## src/rtl/ps2_pkg.sv

```systemverilog
// ps2_pkg: shared constants, FSM state type and piano key lookup for the
// PS/2 key event controller.
//   - PS2_* byte constants: prefixes, ignored keyboard replies, overrun codes
//   - ps2_state_e: prefix-tracking FSM states
//   - note_hit_t / key_to_note(): maps a non-extended scan code to {hit, idx}
package ps2_pkg;

    localparam logic [7:0] PS2_EXT    = 8'hE0;
    localparam logic [7:0] PS2_BRK    = 8'hF0;
    localparam logic [7:0] PS2_ACK    = 8'hFA;
    localparam logic [7:0] PS2_BAT    = 8'hAA;
    localparam logic [7:0] PS2_RESEND = 8'hFE;
    localparam logic [7:0] PS2_OVR_LO = 8'h00;
    localparam logic [7:0] PS2_OVR_HI = 8'hFF;

    typedef enum logic [1:0] {
        ST_IDLE,
        ST_EXT,
        ST_BRK,
        ST_EXT_BRK
    } ps2_state_e;

    typedef struct packed {
        logic       hit;
        logic [2:0] idx;
    } note_hit_t;

    // Scan codes of the eight piano keys, lowest note first.
    function automatic note_hit_t key_to_note(input logic [7:0] code);
        note_hit_t r;
        r.hit = 1'b1;
        r.idx = 3'd0;
        case (code)
            8'h1C:   r.idx = 3'd0;
            8'h1B:   r.idx = 3'd1;
            8'h23:   r.idx = 3'd2;
            8'h2B:   r.idx = 3'd3;
            8'h34:   r.idx = 3'd4;
            8'h33:   r.idx = 3'd5;
            8'h3B:   r.idx = 3'd6;
            8'h42:   r.idx = 3'd7;
            default: r.hit = 1'b0;
        endcase
        return r;
    endfunction

endpackage

```

## src/rtl/ps2_note_tracker.sv

```systemverilog
// ps2_note_tracker: held-key bitmap and active-note selection.
//   i_clk, i_rst_n : clock, synchronous active-low reset
//   i_make/i_break : one-cycle key event strobes (mutually exclusive)
//   i_hit, i_idx   : event refers to piano key i_idx (non-extended, mapped)
//   i_clr          : drop every held key (receiver overrun)
//   o_held         : key i_idx is currently held (typematic repeat detect)
//   o_note_mask    : bit n set = piano key n held
//   o_note_active  : at least one key held
//   o_note_idx     : most recently pressed held key
module ps2_note_tracker
    import ps2_pkg::*;
(
    input  logic       i_clk,
    input  logic       i_rst_n,
    input  logic       i_make,
    input  logic       i_break,
    input  logic       i_hit,
    input  logic [2:0] i_idx,
    input  logic       i_clr,
    output logic       o_held,
    output logic [7:0] o_note_mask,
    output logic       o_note_active,
    output logic [2:0] o_note_idx
);

    logic [7:0] r_mask;
    logic [2:0] r_idx;
    logic [7:0] w_mask_next;
    logic [2:0] w_idx_next;

    always_comb begin
        // NOTE: every always_comb output gets a default first so no path leaves it unassigned (no latch).
        w_mask_next = r_mask;
        w_idx_next  = r_idx;
        if (i_clr) begin
            w_mask_next = '0;
        end else if (i_make && i_hit && !r_mask[i_idx]) begin
            w_mask_next[i_idx] = 1'b1;
            w_idx_next         = i_idx;
        end else if (i_break && i_hit) begin
            w_mask_next[i_idx] = 1'b0;
            // Releasing the sounding note hands over to the highest key still held;
            // with nothing left held the last index is kept.
            if (r_mask[i_idx] && (r_idx == i_idx) && (|w_mask_next)) begin
                for (int i = 0; i < 8; i++) begin
                    if (w_mask_next[i]) w_idx_next = 3'(i);
                end
            end
        end
    end

    always_ff @(posedge i_clk) begin
        // NOTE: sequential state uses non-blocking assignments; reset is sampled on the clock edge.
        if (!i_rst_n) begin
            r_mask <= '0;
            r_idx  <= '0;
        end else begin
            r_mask <= w_mask_next;
            r_idx  <= w_idx_next;
        end
    end

    assign o_held        = r_mask[i_idx];
    assign o_note_mask   = r_mask;
    assign o_note_active = |r_mask;
    assign o_note_idx    = r_idx;

endmodule

```

## src/rtl/ps2_key_event_ctrl.sv

```systemverilog
// ps2_key_event_ctrl: turns raw PS/2 scan-code bytes into make/break events
// and drives the held-note state for the tone generator.
//   i_clk, i_rst_n          : clock, synchronous active-low reset
//   i_rx_byte, i_rx_valid   : received byte and its one-cycle strobe
//   o_key_code, o_key_ext   : code / E0 flag of the last completed event
//   o_key_make, o_key_break : one-cycle event pulses
//   o_note_mask/active/idx  : held piano keys and selected note
//   o_err                   : one-cycle pulse on overrun code or prefix timeout
module ps2_key_event_ctrl
    import ps2_pkg::*;
#(
    parameter int    TIMEOUT_CYCLES = 100000,
    localparam int   CNT_W          = $clog2(TIMEOUT_CYCLES + 1)
) (
    input  logic       i_clk,
    input  logic       i_rst_n,
    input  logic [7:0] i_rx_byte,
    input  logic       i_rx_valid,
    output logic [7:0] o_key_code,
    output logic       o_key_ext,
    output logic       o_key_make,
    output logic       o_key_break,
    output logic [7:0] o_note_mask,
    output logic       o_note_active,
    output logic [2:0] o_note_idx,
    output logic       o_err
);

    ps2_state_e       r_state;
    ps2_state_e       w_state_next;
    logic [CNT_W-1:0] r_cnt;
    logic [CNT_W-1:0] w_cnt_next;

    logic       w_evt;
    logic       w_evt_brk;
    logic       w_evt_ext;
    logic       w_ovr;
    logic       w_timeout;
    logic       w_hit;
    logic       w_held;
    note_hit_t  w_note;

    logic [7:0] r_key_code;
    logic       r_key_ext;
    logic       r_key_make;
    logic       r_key_break;
    logic       r_err;

    always_comb begin
        w_state_next = r_state;
        w_cnt_next   = r_cnt;
        w_evt        = 1'b0;
        w_evt_brk    = 1'b0;
        w_evt_ext    = 1'b0;
        w_ovr        = 1'b0;
        w_timeout    = 1'b0;
        if (i_rx_valid) begin
            w_cnt_next = '0;
            if (i_rx_byte == PS2_OVR_LO || i_rx_byte == PS2_OVR_HI) begin
                w_ovr        = 1'b1;
                w_state_next = ST_IDLE;
            end else begin
                case (r_state)
                    ST_IDLE: begin
                        if (i_rx_byte == PS2_EXT) begin
                            w_state_next = ST_EXT;
                        end else if (i_rx_byte == PS2_BRK) begin
                            w_state_next = ST_BRK;
                        end else if (i_rx_byte != PS2_ACK && i_rx_byte != PS2_BAT &&
                                     i_rx_byte != PS2_RESEND) begin
                            w_evt = 1'b1;
                        end
                    end
                    ST_EXT: begin
                        if (i_rx_byte == PS2_BRK) begin
                            w_state_next = ST_EXT_BRK;
                        end else if (i_rx_byte != PS2_EXT) begin
                            w_evt        = 1'b1;
                            w_evt_ext    = 1'b1;
                            w_state_next = ST_IDLE;
                        end
                    end
                    ST_BRK: begin
                        if (i_rx_byte == PS2_EXT) begin
                            w_state_next = ST_EXT;
                        end else if (i_rx_byte != PS2_BRK) begin
                            w_evt        = 1'b1;
                            w_evt_brk    = 1'b1;
                            w_state_next = ST_IDLE;
                        end
                    end
                    ST_EXT_BRK: begin
                        if (i_rx_byte == PS2_EXT) begin
                            w_state_next = ST_EXT;
                        end else if (i_rx_byte != PS2_BRK) begin
                            w_evt        = 1'b1;
                            w_evt_brk    = 1'b1;
                            w_evt_ext    = 1'b1;
                            w_state_next = ST_IDLE;
                        end
                    end
                    default: w_state_next = ST_IDLE;
                endcase
            end
        end else if (r_state != ST_IDLE) begin
            // The counter is 0 in the cycle after a prefix byte, so it reads
            // TIMEOUT_CYCLES-1 exactly TIMEOUT_CYCLES cycles after that byte.
            // A byte arriving in that same cycle takes the branch above instead.
            if (r_cnt == CNT_W'(TIMEOUT_CYCLES - 1)) begin
                w_timeout    = 1'b1;
                w_state_next = ST_IDLE;
                w_cnt_next   = '0;
            end else begin
                w_cnt_next = r_cnt + CNT_W'(1);
            end
        end
    end

    // Extended codes are never piano keys.
    assign w_note = key_to_note(i_rx_byte);
    assign w_hit  = w_note.hit && !w_evt_ext;

    ps2_note_tracker u_tracker (
        .i_clk         (i_clk),
        .i_rst_n       (i_rst_n),
        .i_make        (w_evt && !w_evt_brk),
        .i_break       (w_evt && w_evt_brk),
        .i_hit         (w_hit),
        .i_idx         (w_note.idx),
        .i_clr         (w_ovr),
        .o_held        (w_held),
        .o_note_mask   (o_note_mask),
        .o_note_active (o_note_active),
        .o_note_idx    (o_note_idx)
    );

    always_ff @(posedge i_clk) begin
        if (!i_rst_n) begin
            r_state     <= ST_IDLE;
            r_cnt       <= '0;
            r_key_code  <= '0;
            r_key_ext   <= 1'b0;
            r_key_make  <= 1'b0;
            r_key_break <= 1'b0;
            r_err       <= 1'b0;
        end else begin
            r_state     <= w_state_next;
            r_cnt       <= w_cnt_next;
            // A typematic repeat of a held piano key still updates key_code
            // but does not retrigger the note.
            r_key_make  <= w_evt && !w_evt_brk && !(w_hit && w_held);
            r_key_break <= w_evt && w_evt_brk;
            r_err       <= w_ovr || w_timeout;
            if (w_evt) begin
                r_key_code <= i_rx_byte;
                r_key_ext  <= w_evt_ext;
            end
        end
    end

    assign o_key_code  = r_key_code;
    assign o_key_ext   = r_key_ext;
    assign o_key_make  = r_key_make;
    assign o_key_break = r_key_break;
    assign o_err       = r_err;

endmodule

```

## config.mk

```make
export PLATFORM = sky130hd
export DESIGN_NAME = ps2_key_event_ctrl
export DESIGN_NICKNAME = d
export VERILOG_FILES = /design/src/rtl/ps2_pkg.sv /design/src/rtl/ps2_note_tracker.sv /design/src/rtl/ps2_key_event_ctrl.sv
export SDC_FILE = /design/constraint.sdc
export NUM_CORES = 1
export LEC_CHECK = 0
export ABC_CLOCK_PERIOD_IN_PS = 4050
export CAP_MARGIN = 20
export CORE_MARGIN = 4
export CORE_UTILIZATION = 45
export DETAILED_ROUTE_END_ITERATION = 12
export PLACE_DENSITY = 0.64
export SYNTH_ARGS = -nofsm -noshare
export SYNTH_HDL_FRONTEND = slang
export SYNTH_HIERARCHICAL = 1
export SYNTH_SLANG_ARGS = --single-unit
export TNS_END_PERCENT = 10
```

## constraint.sdc

```tcl
create_clock -name i_clk -period 4.05 [get_ports i_clk]
set_input_delay 0.6075 -clock i_clk [delete_from_list [all_inputs] [get_ports i_clk]]
set_output_delay 0.6075 -clock i_clk [all_outputs]
set_load 0.005 [all_outputs]
```

==> results of run 1 <==
[per-layer routing]
metal | part of all wire | vias to the layer above | wire length (um) | global-route usage
li1 | - | 1204 | - | -
met1 | 0.51 | 1071 | 2940 | 0.245
met2 | 0.43 | 52 | 2470 | 0.256
met3 | 0.050 | 2 | 284 | 0.0407
met4 | 0.0051 | 0 | 29 | 0.0475
met5 | 0 | - | 0 | 0
[report_power, final]
group          internal, mW  leakage (nW)  switching [mW]
logic                0.0398         0.708          0.0398
registers             0.419         0.340         0.00313
clock network         0.184        0.0514           0.150
total                 0.643          1.10           0.193
[how the worst min path moves through the flow]
| stage | start | end | depth (start not counted) |
|---|---|---|---|
| after floorplan | o_key_code[0]$_SDFFE_PN0P_ | o_key_code[0]$_SDFFE_PN0P_ | 2 |
| after global placement | o_key_code[3]$_SDFFE_PN0P_ | o_key_code[3]$_SDFFE_PN0P_ | 2 |
| after detailed placement | o_key_code[1]$_SDFFE_PN0P_ | o_key_code[1]$_SDFFE_PN0P_ | 2 |
| after CTS | o_key_code[5]$_SDFFE_PN0P_ | o_key_code[5]$_SDFFE_PN0P_ | 2 |
| after global routing | o_key_code[1]$_SDFFE_PN0P_ | o_key_code[1]$_SDFFE_PN0P_ | 2 |
| final | o_key_code[3]$_SDFFE_PN0P_ | o_key_code[3]$_SDFFE_PN0P_ | 2 |
[worst max-delay path, stage by stage]
cell and delay, ns:
clkdlybuf4s50_1 0.50, or4_1 0.62, nand2b_1 0.22, o21ai_0 0.31, nand2b_1 0.26, nor2_1 0.08, or4_4 0.63, mux2_1 0.34
mux2i_1 0.15, nor2b_1 0.06
[logic make-up (layout without fill, tap and decap cells)]
group / Yosys count / count (layout) / synth area share
adders and majority gates: 1 / 1 / 0.00490
muxes: 16 / 16 / 0.0632
and+or+nand+nor: 138 / 138 / 0.296
DFF: 42 / 42 / 0.329
xor gates and xnor gates: 15 / 15 / 0.0514
buffers and inverters: 27 / 62 / 0.0558
AOI/OAI and AO/OA: 75 / 75 / 0.199
[area by class of cell]
type	instances	area, um^2	share of cell area
inverter	10	37.5	0.0122
sequential	42	841	0.273
multi-input combinational	245	1570	0.511
tap	72	90.1	0.0293
clock buffer	6	72.6	0.0236
timing repair buffer	44	428	0.139
clock inverter	2	37.5	0.0122
[layout by cell type (no fill, tap or decap), types with 10 or more instances in the layout]
master,netlist,routed
clkdlybuf4s50_1,0,34
dfxtp_1,42,42
inv_1,10,10
mux2i_1,15,15
nand2_1,38,38
nor2_1,26,26
nor3_1,10,10
o21ai_0,29,28
==> metrics.yaml, run 1 <==
fin_area_um2: 3080
synth_ff_type: "dfxtp_1"
placed_cell_area_um2: 2970
post-cts-setup-buffer-count: 0
cp-startpoint: "i_rx_byte[2]"
path_class: "primary input to flop"
netlist_instances: 314
p_leak_nw: 1.10
grt_use_total: 0.171
fillerInstances: 534
nets: 360
synth-async-reset-ratio: 0
endpoint_kind: "flop"
tightest_slew_ns: 0.748
slew-limit-headroom: 0.496
io_pins: 35
grt_pass1_wl_um: 9980
clkSinkCount: 42
yosysSeqAreaShare: 0.329
cts_tree: "done"
finalHoldWorstSlack_ns: 0.462
synthesis.area_um2: 2550
reg2reg_slack_ns: 1.61
cts_made_buffers: 5
root_buffer: "clkbuf_8"
chipHeight_um: 83.4
reg2regPathDepth: 9
drt-pass1-iter-count: 4
setup_viol: 0
yosysMostFrequentCell: "dfxtp_1"
clkTransAtPathRegs_ns: 0.09
post_cts_resized: 0
crit_arrival_ns: 3.79
status: "complete, no violations"
start_util: 0.464
final_cells: 421
dieWidth_um: 83.4
antenna_cells: 0
wl_um: 5720
fin_util: 0.559
grt-ovfl-total: 0
fin_crit_sh: 0.889
drc: 0
routedWlPerCell_um: 13.6
antenna_found_initial: 0
drive_above_1_share: 0.0802
r2r-start: "r_state[1]$_SDFFE_PN0P_"
die_area_um2: 6950
pre_cts_ws_ns: 0.178
dp.cells: 413
vdd_drop_max_mv: 0.183
powerDensity_nw_per_um2: 272
dpl.hpwl_um: 4110
dr.first_iter.drc_count: 148
synth_area_leader_cell: "dfxtp_1"
yosysWarnings: 6
vias_per_cell: 5.53
setup_total_negative_slack_ns: 0
grt_max_degree: 27
cts_buffer_depth: 2
htreeDepth: 2
worstPathRequired_ns: 4.24
finalPower_mw: 0.836
hold_violations: 0
finClkSkew_ns: 0.00699
avgSynthCellArea_um2: 8.14
ys_seq_elements: 42
synth-edff-count: 0
max_freq_mhz: 278
cts_hold_buf: 0
port_buffers: 34
hold_path_class: "flop to flop"
report.final.slew_viol_count: 0
via_count: 2329
finalCriticalPeriod_ns: 3.60
crit_path_max_fanout: 13
postRouteAntennaNets: 0
rsz0062_at_grt: "false"
areaGrowthSynthToFinish_pct: 20.5
setup_ws_ns: 0.448
gp_congestion: 0.850
synth_top_area_frac: 0.329
coreArea_um2: 5510
synthTopCellsByCount: "42 x dfxtp_1, 38 x nand2_1, 29 x o21ai_0, 26 x nor2_1, 15 x mux2i_1"
startpoint_type: "primary input"
insertion_delay_ns: 0.30
first_global_vias: 2156
r2r_end: "u_tracker/o_note_idx[1]$_SDFFE_PN0P_"
cp-endpoint: "u_tracker/o_note_idx[1]$_SDFFE_PN0P_"
synthesis.nets: 326
rows: 27
maxCapViolCount: 0
ys_types: 59
ys_top_cells_by_area: "dfxtp_1 33%, mux2i_1 5.9%, o21ai_0 5.7%"
(Power assumes the default switching activity.)
==> run 2, diff against run 1 <==
Settings changed: ABC_CLOCK_PERIOD_IN_PS 4050 to 4500.
Clock period 4.05 ns to 4.5 ns, I/O delays scaled along.
==> metrics.yaml, run 2 (same netlist as run 1, synthesis figures left out) <==
status: "complete, no violations"
grt_pass1_wl_um: 10100  # +1.4%
wl_met3_um: 278  # -2.1%
startpoint_type: "primary input"
slew-limit-headroom: 0.412  # -0.0836
path_class: "primary input to flop"
antenna_found_initial: 0  # unchanged
endpoint_kind: "flop"
hold-path-cell-count: 2  # unchanged
drive_above_1_share: 0.0725  # -0.00777
drc: 0  # unchanged
worstPathRequired_ns: 4.69  # +0.45 ns
dr.first_iter.drc_count: 142  # -4.1%
multi_input_area_um2: 1570  # unchanged
chipHeight_um: 83.4  # unchanged
first_global_vias: 2146  # -0.46%
hold_violations: 0  # unchanged
post_cts_resized: 0  # unchanged
finalCriticalPeriod_ns: 3.75
powerDensity_nw_per_um2: 233  # -14%
cp_common_cell: "nor2b_1"
dp.cells: 409  # -0.97%
routedWlPerCell_um: 14.0  # +3.0%
rsz0062_at_grt: "false"
grt_max_degree: 27  # unchanged
rows: 27  # unchanged
cts_buffer_depth: 2  # unchanged
grt-ovfl-total: 0  # unchanged
insertion_delay_ns: 0.30  # about the same
crit_arrival_ns: 3.94  # +0.15 ns
hold_path_class: "flop to flop"
die_area_um2: 6950  # unchanged
areaGrowthSynthToFinish_pct: 18.0
start_util: 0.464  # unchanged
final_cell_mix: "42 x dfxtp_1, 38 x nand2_1, 34 x clkdlybuf4s50_1"
vdd_drop_max_mv: 0.136  # -25%
cts_tree: "done"
crit_buf_inv: 1  # unchanged
port_buffers: 34  # unchanged
report.final.slew_viol_count: 0  # unchanged
finalHoldWorstSlack_ns: 0.460  # -0.00188 ns
maxCapViolCount: 0  # unchanged
postRouteAntennaNets: 0  # unchanged
drt-pass1-iter-count: 5  # +1
vias_per_cell: 5.62  # +1.6%
io_pins: 35  # unchanged
coreArea_um2: 5510  # unchanged
pre_cts_ws_ns: 0.472  # +0.294 ns
path_depth: 10  # unchanged
reg2reg_slack_ns: 2.06  # +0.45 ns
cp_top_family: "simple AND/OR/NAND/NOR gates"
nets: 356  # -1.1%
clkTransAtPathRegs_ns: 0.08  # about the same
post-cts-setup-buffer-count: 0  # unchanged
top_layer: "met4"
slowest_stage: "or4_1"
clkSinkCount: 42  # unchanged
antenna_cells: 0  # unchanged
max_freq_mhz: 267
wl_um: 5840  # +2.0%
layout_commonest_cell: "dfxtp_1"
wl_met1_um: 2920  # -0.65%
crit_path_max_fanout: 16  # +3
tightest_slew_ns: 0.879  # +0.131 ns
setup_viol: 0  # unchanged
dpl.hpwl_um: 4160  # +1.3%
final_cells: 417  # -0.95%
reg2regPathDepth: 9  # unchanged
p_leak_nw: 1.07  # -2.7%
cts_made_buffers: 5  # unchanged
root_buffer: "clkbuf_8"
via_count: 2344  # +0.64%
htreeDepth: 2  # unchanged
layout.area.seq_um2: 841  # unchanged
setup_ws_ns: 0.753  # +0.305 ns
grt_use_total: 0.173  # +0.00138
max_stage_delay_ns: 0.63  # about the same
finClkSkew_ns: 0.00763  # +0.000642 ns
wl_met2_um: 2580  # +4.5%
path_cells: "clkdlybuf4s50_1, or4_1, nand2b_1, nand2_1, nor2b_1, nor2b_1, or4_4, mux2_1, mux2i_1, nor2b_1"
fin_crit_sh: 0.833
setup_total_negative_slack_ns: 0  # unchanged
fillerInstances: 515  # -3.6%
cts_hold_buf: 0  # unchanged
dieWidth_um: 83.4  # unchanged
gp_congestion: 0.845  # -0.61%
## run 2: layout make-up
cell class | instances | share of cell area
repair buffers | 40 | 0.128
inverters | 10 | 0.0124
well taps | 72 | 0.0299
flip-flops and latches | 42 | 0.279
clock buffers | 5 | 0.0228
clock inverters | 3 | 0.00705
multi-input cells | 245 | 0.521
## run 2: report_power, final
group          total, mW  internal, mW  switching [mW]  leakage, nW
clock network      0.254         0.109           0.145       0.0441
registers          0.380         0.377         0.00289        0.340
logic             0.0687        0.0333          0.0354        0.686
## run 2: path summary, 6_finish.rpt
path	to	start
max reg2reg	u_tracker/o_note_idx[1]$_SDFFE_PN0P_	r_state[0]$_SDFFE_PN0P_
max	u_tracker/o_note_idx[1]$_SDFFE_PN0P_	i_rx_byte[3]
min reg2reg	o_key_code[5]$_SDFFE_PN0P_	o_key_code[5]$_SDFFE_PN0P_
min	o_key_code[5]$_SDFFE_PN0P_	o_key_code[5]$_SDFFE_PN0P_
## run 2: worst register-to-register path, cell delays in order, from the launching register on
cell and delay [ns]:
dfxtp_1 0.57, or4b_1 0.19, a211oi_1 0.05, a2111o_1 0.38, inv_1 0.06, nand2_1 0.05
or4_4 0.51, mux2_1 0.34, mux2i_1 0.12, nor2b_1 0.06
## run 2: per-layer routing
layer / up-vias / track usage
li1: 1202 / -
met1: 1075 / 0.247
met2: 61 / 0.264
met3: 6 / 0.0367
met4: 0 / 0.0416
met5: - / 0
## run 2: metrics by stage
step	utilization	power, mW	instance area [um^2]
floorplan	-	0.426	2550
finish	0.548	0.703	3020
global placement	0.531	0.457	2930
detailed placement	0.531	0.458	2930
CTS	0.548	0.714	3020
global route	0.548	0.736	3020
==> run 3, diff against run 2 <==
Settings changed: ABC_CLOCK_PERIOD_IN_PS 4500 to 3800.
Clock period 4.5 ns to 3.8 ns, I/O delays scaled along.
==> metrics.yaml, run 3 (same netlist as run 1, synthesis figures left out) <==
rsz0062_at_grt: "false"
nets: 365  # +2.5%
dr.first_iter.drc_count: 185  # +30%
dp.cells: 418  # +2.2%
post-cts-setup-buffer-count: 0  # unchanged
finalPower_mw: 0.833  # +19%
rows: 27  # unchanged
post_cts_resized: 0  # unchanged
antenna_cells: 0  # unchanged
clkTransAtPathRegs_ns: 0.09  # about the same
io_pins: 35  # unchanged
p_leak_nw: 1.12  # +4.3%
final_cell_mix: "42 x dfxtp_1, 38 x nand2_1, 34 x clkdlybuf4s50_1"
antenna_found_initial: 0  # unchanged
finalCriticalPeriod_ns: 3.38
tightest_slew_ns: 0.691  # -0.188 ns
drc: 0  # unchanged
final_cells: 426  # +2.2%
hold_violations: 0  # unchanged
fillerInstances: 530  # +2.9%
vdd_drop_max_mv: 0.163  # +20%
layout_commonest_cell: "dfxtp_1"
slowest_stage: "or4_1"
cts_tree: "done"
port_buffers: 34  # unchanged
crit_buf_inv: 2  # +1
root_buffer: "clkbuf_8"
cp_common_cell: "nand2b_1"
finClkSkew_ns: 0.00501  # -0.00263 ns
first_global_vias: 2237  # +4.2%
finalHoldWorstSlack_ns: 0.460  # +0.000393 ns
max_freq_mhz: 296
startpoint_type: "primary input"
grt_use_total: 0.173  # about the same
routedWlPerCell_um: 14.0  # about the same
grt_max_degree: 27  # unchanged
drt-pass1-iter-count: 4  # -1
cts_made_buffers: 5  # unchanged
dieWidth_um: 83.4  # unchanged
clkSinkCount: 42  # unchanged
path_class: "primary input to flop"
start_util: 0.464  # unchanged
via_count: 2410  # +2.8%
coreArea_um2: 5510  # unchanged
crit_arrival_ns: 3.58  # -0.36 ns
grt-ovfl-total: 0  # unchanged
cts_hold_buf: 0  # unchanged
wl_um: 5960  # +2.1%
slew-limit-headroom: 0.539  # +0.127
powerDensity_nw_per_um2: 269  # +16%
setup_viol: 0  # unchanged
maxCapViolCount: 0  # unchanged
gp_congestion: 0.875  # +3.6%
report.final.slew_viol_count: 0  # unchanged
grt_pass1_wl_um: 10200  # +0.41%
max_stage_delay_ns: 0.57  # -0.06 ns
areaGrowthSynthToFinish_pct: 21.2
worstPathRequired_ns: 4.00  # -0.69 ns
drive_above_1_share: 0.0960  # +0.0236
chipHeight_um: 83.4  # unchanged
setup_total_negative_slack_ns: 0  # unchanged
fin_util: 0.562  # +0.0145
dpl.hpwl_um: 4240  # +1.8%
endpoint_kind: "flop"
cp_top_family: "simple AND/OR/NAND/NOR gates"
htreeDepth: 2  # unchanged
vias_per_cell: 5.66  # +0.64%
cts_buffer_depth: 2  # unchanged
insertion_delay_ns: 0.30  # about the same
postRouteAntennaNets: 0  # unchanged
hold_path_class: "flop to flop"
die_area_um2: 6950  # unchanged
fin_crit_sh: 0.890
status: "complete, no violations"
path_cells: "clkdlybuf4s50_1, or4_1, nand2b_1, o21ai_0, buf_12, nand2b_1, nor2_1, or4_4, mux2_1, mux2i_1, nor2b_1"
crit_path_max_fanout: 16  # unchanged
[run 3: path summary, 6_finish.rpt]
kind	from	endpoint	slack (ns)	depth (start not counted)
max	i_rx_byte[2]	u_tracker/o_note_idx[1]$_SDFFE_PN0P_	0.42	11
min	o_key_code[5]$_SDFFE_PN0P_	o_key_code[5]$_SDFFE_PN0P_	0.46	2
max reg2reg	r_state[0]$_SDFFE_PN0P_	u_tracker/o_note_idx[1]$_SDFFE_PN0P_	1.43	9
min reg2reg	o_key_code[5]$_SDFFE_PN0P_	o_key_code[5]$_SDFFE_PN0P_	0.46	2
[run 3: metal layers]
layer  vias up  global-route usage  wire [um]
met5         -                   0          0
met4         0              0.0713        123
met3        12              0.0367        262
met2        58               0.270       2640
met1      1124               0.230       2940
li1       1216                   -          -
[run 3: layout make-up]
type                    instances  area (um^2)  share of cell area
clock buffers                   5         68.8              0.0222
well taps                      72         90.1              0.0291
flip-flops and latches         42          841               0.272
repair buffers                 49          465               0.150
multi-input cells             245         1570               0.508
inverters                      10         37.5              0.0121
clock inverters                 3         21.3             0.00687
[run 3: worst min-delay path: stages (launching register included)]
cell	delay, ns
dfxtp_1	0.32
nand2_1	0.05
mux2i_1	0.05
[run 3: stage by stage]
stage / area, um^2 / worst slack [ns]
4_1_cts: 3100 / 0.445
5_1_grt: 3100 / 0.246
3_3_place_gp: 3010 / 0.228
6_report: 3100 / 0.418
2_1_floorplan: 2550 / 0.720
3_5_place_dp: 3010 / 0.164
[run 3: power breakdown]
part           leakage (nW)  switching [mW]  internal (mW)
Sequential            0.340         0.00330          0.446
Combinational         0.732          0.0429         0.0426
Clock                0.0441           0.169          0.129
Total                  1.12           0.215          0.618
